===== src/rtl/cache_arbiter.sv =====
// cache_arbiter
// ----------------------------------------------------------------------------
// Shares the single physical-memory port between the I-cache and D-cache miss
// paths. One requester is granted at a time; its address, operation and write
// data are captured at grant and held for the whole memory transaction. The
// memory response is steered back only to the granted side. A recovery cycle
// follows every response so that a strobe still held across its response
// pulse is never serviced a second time.
//
// Optional feature macro: ARB_ROUND_ROBIN_EN
//   defined   : contention in IDLE is granted to the side that did not win
//               the previous grant (last_grant, resets to INST).
//   undefined : fixed priority, the D-cache always wins contention.
//
// Ports
//   clk, rst               clock, synchronous active-high reset
//   i_read, i_addr         I-cache line read request (held until i_resp)
//   i_resp, i_rdata        I-cache completion pulse and read data
//   d_read, d_write        D-cache read / writeback request (held until d_resp)
//   d_addr, d_wdata        D-cache line address and writeback data
//   d_resp, d_rdata        D-cache completion pulse and read data
//   mem_read, mem_write    memory strobes, held until mem_resp
//   mem_addr, mem_wdata    latched address and write data
//   mem_resp, mem_rdata    memory completion pulse and read data
// ----------------------------------------------------------------------------
module cache_arbiter #(
   parameter int ADDR_WIDTH = 32,
   parameter int LINE_WIDTH = 256
) (
   input  logic                  clk,
   input  logic                  rst,
   input  logic                  i_read,
   input  logic [ADDR_WIDTH-1:0] i_addr,
   output logic                  i_resp,
   output logic [LINE_WIDTH-1:0] i_rdata,
   input  logic                  d_read,
   input  logic                  d_write,
   input  logic [ADDR_WIDTH-1:0] d_addr,
   input  logic [LINE_WIDTH-1:0] d_wdata,
   output logic                  d_resp,
   output logic [LINE_WIDTH-1:0] d_rdata,
   output logic                  mem_read,
   output logic                  mem_write,
   output logic [ADDR_WIDTH-1:0] mem_addr,
   output logic [LINE_WIDTH-1:0] mem_wdata,
   input  logic                  mem_resp,
   input  logic [LINE_WIDTH-1:0] mem_rdata
);

   typedef enum logic [1:0] {IDLE, SERVE_I, SERVE_D, RECOVER} state_t;

   state_t                state_reg, state_next;
   logic [ADDR_WIDTH-1:0] addr_reg, addr_next;
   logic [LINE_WIDTH-1:0] wdata_reg, wdata_next;
   logic                  write_reg, write_next;

   logic d_req;
   logic grant_d;
   logic grant_i;
   logic serving;

`ifdef ARB_ROUND_ROBIN_EN
   typedef enum logic {INST, DATA} side_t;
   side_t last_grant_reg, last_grant_next;
`endif

   assign d_req = d_read | d_write;

   // Grant decision, only consulted while IDLE.
   always_comb begin
      grant_d = d_req;
`ifdef ARB_ROUND_ROBIN_EN
      // On contention, hand the port to the side that lost last time.
      if (d_req && i_read)
         grant_d = (last_grant_reg == INST);
`endif
   end

   assign grant_i = i_read & ~grant_d;

   // Next-state and capture logic.
   always_comb begin
      state_next = state_reg;
      addr_next  = addr_reg;
      wdata_next = wdata_reg;
      write_next = write_reg;
`ifdef ARB_ROUND_ROBIN_EN
      last_grant_next = last_grant_reg;
`endif
      unique case (state_reg)
         IDLE: begin
            if (grant_d) begin
               state_next = SERVE_D;
               addr_next  = d_addr;
               wdata_next = d_wdata;
               // A writeback wins when both D strobes are raised together.
               write_next = d_write;
`ifdef ARB_ROUND_ROBIN_EN
               last_grant_next = DATA;
`endif
            end else if (grant_i) begin
               state_next = SERVE_I;
               addr_next  = i_addr;
               write_next = 1'b0;
`ifdef ARB_ROUND_ROBIN_EN
               last_grant_next = INST;
`endif
            end
         end
         SERVE_I, SERVE_D: begin
            if (mem_resp)
               state_next = RECOVER;
         end
         RECOVER: begin
            // Requests are deliberately not sampled here: a strobe still
            // high in this cycle belongs to the transaction just completed.
            state_next = IDLE;
         end
         default: begin
            state_next = IDLE;
         end
      endcase
   end

   always_ff @(posedge clk) begin
      if (rst) begin
         state_reg <= IDLE;
         addr_reg  <= '0;
         wdata_reg <= '0;
         write_reg <= 1'b0;
`ifdef ARB_ROUND_ROBIN_EN
         last_grant_reg <= INST;
`endif
      end else begin
         state_reg <= state_next;
         addr_reg  <= addr_next;
         wdata_reg <= wdata_next;
         write_reg <= write_next;
`ifdef ARB_ROUND_ROBIN_EN
         last_grant_reg <= last_grant_next;
`endif
      end
   end

   assign serving   = (state_reg == SERVE_I) || (state_reg == SERVE_D);
   assign mem_read  = serving & ~write_reg;
   assign mem_write = serving & write_reg;
   assign mem_addr  = addr_reg;
   assign mem_wdata = wdata_reg;

   // A response arriving while reset is asserted belongs to an abandoned
   // transaction and is not forwarded.
   assign i_resp  = (state_reg == SERVE_I) & mem_resp & ~rst;
   assign d_resp  = (state_reg == SERVE_D) & mem_resp & ~rst;
   assign i_rdata = i_resp ? mem_rdata : '0;
   assign d_rdata = d_resp ? mem_rdata : '0;

endmodule


===== config.mk =====
export PLATFORM = sky130hd
export DESIGN_NAME = cache_arbiter
export DESIGN_NICKNAME = d
export VERILOG_FILES = /design/src/rtl/cache_arbiter.sv
export SDC_FILE = /design/constraint.sdc
export NUM_CORES = 1
export LEC_CHECK = 0
export BUFFER_PORTS_ARGS = -buffer_cell sky130_fd_sc_hd__buf_2
export CAP_MARGIN = 40
export CELL_PAD_IN_SITES_DETAIL_PLACEMENT = 1
export CELL_PAD_IN_SITES_GLOBAL_PLACEMENT = 1
export CORE_AREA = 8 8 533 535
export DETAILED_ROUTE_END_ITERATION = 7
export DIE_AREA = 0 0 541 543
export PLACE_DENSITY_LB_ADDON = 0.05
export SLEW_MARGIN = 20
export SYNTH_ARGS = -nofsm -noshare
export SYNTH_HDL_FRONTEND = slang
export SYNTH_SLANG_ARGS = --single-unit

===== constraint.sdc =====
create_clock -name clk -period 4.34 [get_ports clk]
set_input_delay 0 -clock clk [delete_from_list [all_inputs] [get_ports clk]]
set_output_delay 0 -clock clk [all_outputs]
set_load 0.005 [all_outputs]

==> insert_results.sql, run 1 <==
INSERT INTO impl_metrics (metric_group, metric, value, unit) VALUES
('status', 'run_status', 'finished clean', ''),
('setup_path', 'worstSetupPathType', 'reg -> reg', ''),
('sta', 'rsz0062_at_grt', 'false', ''),
('sta', 'maxSlewViolCount', '0', ''),
('routing', 'wirelength', '179', 'mm'),
('power', 'peakVddDrop', '337', 'µV'),
('sta', 'tightest_slew', '0.963', 'ns'),
('grt', 'global_route.overflow_total', '0', ''),
('clocking', 'cts-buffers-inserted', '47', ''),
('clocking', 'cts.path.max_buffers', '3', ''),
('hold_path', 'min_delay_path_depth', '3', ''),
('clocking', 'worst_skew_pair.late_latency', '0.61', 'ns'),
('yosys', 'post_synth_inst_count', '1892', ''),
('final_layout', 'final_layout_size_suffix_gt1_frac', '0.413', ''),
('setup_path', 'worst-r2r-cell-count', '7', ''),
('floorplanning', 'start_util', '0.0504', ''),
('placement', 'portBuffers', '1385', ''),
('hold_path', 'worst_hold_path_type', 'in -> reg', ''),
('yosys', 'synth_area', '13900', 'µm²'),
('routing', 'vias', '20300', ''),
('routing', 'wirelength_met1', '62.7', 'mm'),
('setup_path', 'reg2reg_from', 'state_reg[1]', ''),
('final_layout', 'largest_register_ff_count', '256', ''),
('routing', 'drtPass1Iterations', '6', ''),
('final_layout', 'flow.area_growth_from_synthesis', '121', '%'),
('power', 'p_clk_frac', '0.295', ''),
('floorplanning', 'core-area', '275000', 'µm²'),
('setup_path', 'cp.arrival', '3.46', 'ns'),
('floorplanning', 'dieHeight', '543', 'µm'),
('final_layout', 'most_used_cells_in_the_layout_excluding_fill_and_tap_cells', '1384 x sky130_fd_sc_hd__buf_2, 546 x sky130_fd_sc_hd__nand2_1, 513 x sky130_fd_sc_hd__and2_1, 388 x sky130_fd_sc_hd__dlygate4sd3_1, 291 x sky130_fd_sc_hd__dfxtp_1', ''),
('yosys', 'synth_sequential_area_ratio', '0.420', ''),
('final_layout', 'fin_nets', '4161', ''),
('power', 'power_per_cell_area', '441', 'nW/µm²'),
('sta', 'fin_hold_ws', '0.111', 'ns'),
('sta', 'fin_crit_sh', '0.668', ''),
('placement', 'post-place-cells', '6745', ''),
('final_layout', 'area.sequential', '5830', 'µm²'),
('placement', 'place.gp.congestion', '0.763', ''),
('sta', 'setup-tns-final', '0', 'ns'),
('final_layout', 'leading_cell_type_in_the_layout_fill_and_taps_excluded', 'sky130_fd_sc_hd__buf_2', ''),
('power', 'total_leakage_power', '14.6', 'nW'),
('floorplanning', 'placementRows', '193', ''),
('routing', 'drt_iter0_markers', '537', ''),
('setup_path', 'critical_path_peak_fanout', '5', ''),
('floorplanning', 'dieArea', '294000', 'µm²'),
('routing', 'antenna_left', '0', ''),
('setup_path', 'timing.critical_path.required', '4.90', 'ns'),
('sta', 'slew-limit-headroom', '0.358', ''),
('final_layout', 'final_core_utilization', '0.111', ''),
('job', 'maxCapViolations', '0', ''),
('sta', 'skew', '0.0229', 'ns'),
('final_layout', 'fill_cells', '33000', ''),
('setup_path', 'worstSetupStartpointType', 'flip-flop', ''),
('routing', 'post_drt_via_cell_ratio', '2.78', ''),
('yosys', 'syn_avg_cell_area', '7.33', 'µm²'),
('floorplanning', 'io_pins', '1386', ''),
('yosys', 'synth.lib_cells_used.distinct', '24', ''),
('power', 'power_switching', '5.54', 'mW'),
('sta', 'max_freq', '0.345', 'GHz'),
('sta', 'final_period_demand_of_the_worst_path', '2.90', 'ns'),
('placement', 'dp_hpwl', '151', 'mm'),
('yosys', 'synth.ff_latch_count', '291', ''),
('power', 'sequential_fraction_of_design_power', '0.276', ''),
('clocking', 'clockRootBuffer', 'sky130_fd_sc_hd__clkbuf_16', ''),
('yosys', 'synth.net_count', '2478', ''),
('clocking', 'numClockSinks', '291', ''),
('routing', 'met2_length', '93.7', 'mm'),
('routing', 'dr_wl_met3', '16.6', 'mm'),
('grt', 'grt_pass1_wl', '227', 'mm'),
('power', 'finalPower', '13.5', 'mW'),
('floorplanning', 'die_x', '541', 'µm');
critical path, stage by stage (launching register included):
cell and delay, ns:
sky130_fd_sc_hd__dfxtp_1 0.31, sky130_fd_sc_hd__inv_1 0.13, sky130_fd_sc_hd__ha_1 0.35, sky130_fd_sc_hd__or4b_4 0.53, sky130_fd_sc_hd__dlygate4sd3_1 0.61, sky130_fd_sc_hd__a211o_1 0.26, sky130_fd_sc_hd__o41ai_1 0.06, sky130_fd_sc_hd__dlygate4sd3_1 0.59
how the worst max path moves through the flow:
| stage | depth (start not counted) | slack (ns) | start | endpoint |
|---|---|---|---|---|
| after floorplan | 5 | 2.85 | state_reg[0] | state_reg[1] |
| after global placement | 6 | 2.02 | state_reg[1] | mem_wdata[74] |
| after detailed placement | 6 | 2.02 | state_reg[0] | mem_wdata[61] |
| after CTS | 6 | 1.41 | state_reg[0] | d_rdata[78] |
| after global routing | 7 | 1.29 | state_reg[0] | mem_wdata[61] |
| final | 7 | 1.44 | state_reg[1] | state_reg[1] |
cells by family after synthesis:
| logic type | share of synthesized area |
|---|---|
| AND/OR/NAND/NOR | 0.393 |
| AO/OA/AOI/OAI | 0.129 |
| flip-flops | 0.420 |
| buffers and inverters | 0.0549 |
| adder cells (fa/ha/maj) | 0.00361 |
synth_stat cells:
master | n | area share
sky130_fd_sc_hd__inv_1 | 3 | 0.00081
sky130_fd_sc_hd__clkbuf_2 | 6 | 0.0022
sky130_fd_sc_hd__and3b_1 | 2 | 0.0013
sky130_fd_sc_hd__nor2_1 | 34 | 0.0092
sky130_fd_sc_hd__buf_4 | 3 | 0.0016
sky130_fd_sc_hd__nor3b_1 | 1 | 0.00054
sky130_fd_sc_hd__nand2_1 | 546 | 0.15
sky130_fd_sc_hd__ha_1 | 4 | 0.0036
sky130_fd_sc_hd__dfxtp_1 | 291 | 0.42
sky130_fd_sc_hd__clkbuf_1 | 87 | 0.024
sky130_fd_sc_hd__o21ai_0 | 31 | 0.011
sky130_fd_sc_hd__a21oi_1 | 259 | 0.093
sky130_fd_sc_hd__a211o_1 | 1 | 0.00063
sky130_fd_sc_hd__buf_2 | 65 | 0.023
sky130_fd_sc_hd__o21a_1 | 1 | 0.00054
sky130_fd_sc_hd__a311oi_1 | 33 | 0.021
sky130_fd_sc_hd__o31a_1 | 1 | 0.00063
sky130_fd_sc_hd__nor2b_1 | 1 | 0.00045
sky130_fd_sc_hd__nand2b_1 | 2 | 0.00090
sky130_fd_sc_hd__buf_6 | 4 | 0.0032
sky130_fd_sc_hd__or4b_4 | 1 | 0.00099
sky130_fd_sc_hd__o41ai_1 | 1 | 0.00063
sky130_fd_sc_hd__o21ai_1 | 2 | 0.00072
sky130_fd_sc_hd__and2_1 | 513 | 0.23
power by group through the flow:
stage	logic (mW)	registers (mW)	clock network, mW
2_1_floorplan	2.22	3.81	0
3_3_place_gp	5.62	3.80	0
3_5_place_dp	5.55	3.79	0
4_1_cts	6.17	3.74	4.32
5_1_grt	6.52	3.82	4.36
6_report	5.80	3.72	3.98
area by class of cell:
cell class / count / area share
diodes: 77 / 0.00630
well taps: 3607 / 0.148
repair buffers: 1799 / 0.366
multi-input cells: 1433 / 0.239
clock buffers: 66 / 0.0444
flip-flops and latches: 291 / 0.190
inverters: 3 / 0.000368
clock inverters: 15 / 0.00573
layer usage:
layer,vias to the layer above,GRT usage
met4,34,0.0371
met2,1040,0.216
met3,345,0.0478
met5,-,0
li1,9456,-
met1,9397,0.114
Power figures use the tool's default switching activity.
==> run 2: changes to the inputs <==
--- a/config.mk
+++ b/config.mk
@@ -9,9 +9,9 @@
 export CAP_MARGIN = 40
 export CELL_PAD_IN_SITES_DETAIL_PLACEMENT = 1
 export CELL_PAD_IN_SITES_GLOBAL_PLACEMENT = 1
-export CORE_AREA = 8 8 533 535
+export CORE_AREA = 8 8 539 541
 export DETAILED_ROUTE_END_ITERATION = 7
-export DIE_AREA = 0 0 541 543
+export DIE_AREA = 0 0 547 549
 export PLACE_DENSITY_LB_ADDON = 0.05
 export SLEW_MARGIN = 20
 export SYNTH_ARGS = -nofsm -noshare
==> constraint.sdc (replaced) <==
create_clock -name clk -period 3.03 [get_ports clk]
set_input_delay 0 -clock clk [delete_from_list [all_inputs] [get_ports clk]]
set_output_delay 0 -clock clk [all_outputs]
set_load 0.005 [all_outputs]
==> run 2 against run 1 <==
  * Non-clock buffer count shrank 18
  * First-iteration DRC count shrank 6.3%
  * Sequential cell count is the same
  * Total power grew 42%
  * Largest power group unchanged
==> insert_results.sql, run 2 (synthesized netlist as in run 1, its figures left out) <==
INSERT INTO impl_metrics (metric_group, metric, value, unit) VALUES
('grt', 'global_route.overflow_total', '0', ''),
('status', 'run_status', 'finished clean', ''),
('routing', 'drc_violations_left', '0', ''),
('routing', 'antenna_left', '0', ''),
('clocking', 'cts.path.max_buffers', '3', ''),
('power', 'finalPower', '19.2', 'mW'),
('grt', 'grt_pass1_vias', '21800', ''),
('hold_path', 'worst_hold_path_type', 'in -> reg', ''),
('sta', 'setup_viol', '0', ''),
('floorplanning', 'dieHeight', '549', 'µm'),
('setup_path', 'worstSetupPathType', 'reg -> reg', ''),
('routing', 'post_drt_via_cell_ratio', '2.72', ''),
('clocking', 'numClockSinks', '291', ''),
('setup_path', 'timing.critical_path.to_type', 'flip-flop', ''),
('setup_path', 'r2r_setup_slack', '0.31', 'ns'),
('final_layout', 'largest_register_ff_count', '256', ''),
('clocking', 'clk_pin_slew_worst_setup_hold_paths', '0.06', 'ns'),
('sta', 'maxSlewViolCount', '0', ''),
('clocking', 'cts-buffers-inserted', '46', ''),
('final_layout', 'fin_nets', '4142', ''),
('final_layout', 'final_core_utilization', '0.108', ''),
('setup_path', 'worstSetupStartpointType', 'flip-flop', ''),
('routing', 'wirelength', '182', 'mm'),
('power', 'peakVddDrop', '380', 'µV'),
('floorplanning', 'start_util', '0.0493', ''),
('setup_path', 'timing.critical_path.required', '3.58', 'ns'),
('sta', 'setup-tns-final', '0', 'ns'),
('grt', 'initial_antenna_violation_count', '180', ''),
('floorplanning', 'dieArea', '300000', 'µm²'),
('sta', 'slew-limit-headroom', '0.407', ''),
('setup_path', 'critical_path_peak_fanout', '5', ''),
('sta', 'fin_crit_sh', '0.898', ''),
('sta', 'skew', '0.0187', 'ns'),
('grt', 'grt_pass1_wl', '232', 'mm'),
('final_layout', 'leading_cell_type_in_the_layout_fill_and_taps_excluded', 'sky130_fd_sc_hd__buf_2', ''),
('sta', 'final_period_demand_of_the_worst_path', '2.72', 'ns'),
('placement', 'place.gp.congestion', '0.748', ''),
('routing', 'wire_per_inst', '24.7', 'µm'),
('floorplanning', 'io_pins', '1386', ''),
('power', 'power_per_cell_area', '630', 'nW/µm²'),
('routing', 'drt_iter0_markers', '503', ''),
('grt', 'grt_use_total', '0.115', ''),
('floorplanning', 'placementRows', '195', ''),
('setup_path', 'cp.arrival', '3.27', 'ns'),
('routing', 'drtPass1Iterations', '4', ''),
('grt', 'grt_start_max_net_pins', '111', ''),
('placement', 'dp_hpwl', '156', 'mm'),
('final_layout', 'most_used_cells_in_the_layout_excluding_fill_and_tap_cells', '1384 x sky130_fd_sc_hd__buf_2, 546 x sky130_fd_sc_hd__nand2_1, 513 x sky130_fd_sc_hd__and2_1, 349 x sky130_fd_sc_hd__dlygate4sd3_1, 291 x sky130_fd_sc_hd__dfxtp_1', ''),
('sta', 'final_setup_margin', '0.309', 'ns'),
('final_layout', 'final_layout_size_suffix_gt1_frac', '0.418', ''),
('sta', 'tightest_slew', '0.889', 'ns'),
('sta', 'max_freq', '0.368', 'GHz'),
('floorplanning', 'core-area', '281000', 'µm²'),
('floorplanning', 'die_x', '547', 'µm'),
('sta', 'final-hold-violation-count', '0', ''),
('clocking', 'clock_tree.htree_level_count', '2', ''),
('sta', 'rsz0062_at_grt', 'false', ''),
('clocking', 'clockRootBuffer', 'sky130_fd_sc_hd__clkbuf_16', ''),
('final_layout', 'flow.area_growth_from_synthesis', '120', '%'),
('routing', 'vias', '20000', ''),
('clocking', 'cts_post_setup_buffers_inserted', '0', ''),
('clocking', 'cts_tree', 'built', ''),
('placement', 'pre_cts_slack', '0.826', 'ns'),
('job', 'maxCapViolations', '0', ''),
('placement', 'portBuffers', '1385', ''),
('sta', 'fin_hold_ws', '0.172', 'ns'),
('power', 'total_leakage_power', '14.5', 'nW'),
('clocking', 'worst_skew_pair.late_latency', '0.62', 'ns');
[run 2: changes by cell type in the layout (fill, tap and decap cells not counted), sizes merged]
cell | previous run | this run
clkinvlp | 1 | 0
buf | 1411 | 1432
dlygate4sd3 | 388 | 349
inv | 5 | 4
clkinv | 9 | 4
diode | 77 | 50
[run 2: stage by stage]
step           std cells  instance area, µm²
6_report            7375               30500
5_1_grt             7336               30400
4_1_cts             7325               30300
3_5_place_dp        6902               25400
3_3_place_gp        6902               25400
2_1_floorplan       1892               13900
[run 2: cell type report]
class / count / area [µm²]
Tap cell: 3743 / 4680
Fill cell: 33800 / 251000
Timing Repair Buffer: 1781 / 11100
Clock buffer: 66 / 1300
Multi-Input combinational cell: 1433 / 7310
Inverter: 3 / 11.3
Antenna cell: 50 / 125
Sequential cell: 291 / 5830
Clock inverter: 8 / 119
[run 2: path summary, 6_finish.rpt]
path                 start       endpoint  cells after the start
min reg2reg  mem_wdata[91]  mem_wdata[91]                      2
min                 d_read   state_reg[1]                      3
max reg2reg   state_reg[0]   state_reg[0]                      6
max           state_reg[0]   state_reg[0]                      6
[run 2: routing by layer]
metal	GRT usage	vias up	wire length, µm	share of wire
met4	0.0151	46	3440	0.019
met5	0	-	305	0.0017
met2	0.223	1000	95900	0.53
li1	-	9383	-	-
met3	0.0471	326	16200	0.089
met1	0.117	9273	66200	0.36
[run 2: critical path, stage by stage, from the launching register on]
cell,delay (ns)
sky130_fd_sc_hd__dfxtp_1,0.33
sky130_fd_sc_hd__inv_1,0.12
sky130_fd_sc_hd__ha_1,0.33
sky130_fd_sc_hd__or4b_4,0.53
sky130_fd_sc_hd__dlygate4sd3_1,0.58
sky130_fd_sc_hd__a311oi_1,0.21
sky130_fd_sc_hd__dlygate4sd3_1,0.57
[run 2: repair_timing]
action / CTS / global route
hold buffers: 349 / 0
setup endpoints to repair: 0 / 0
hold endpoints to repair: 291 / 0
gates resized for setup: 0 / 0
[run 2: report_power, final]
group	switching (mW)	internal (mW)
registers	0.499	4.83
logic	5.15	3.24
clock network	2.28	3.19
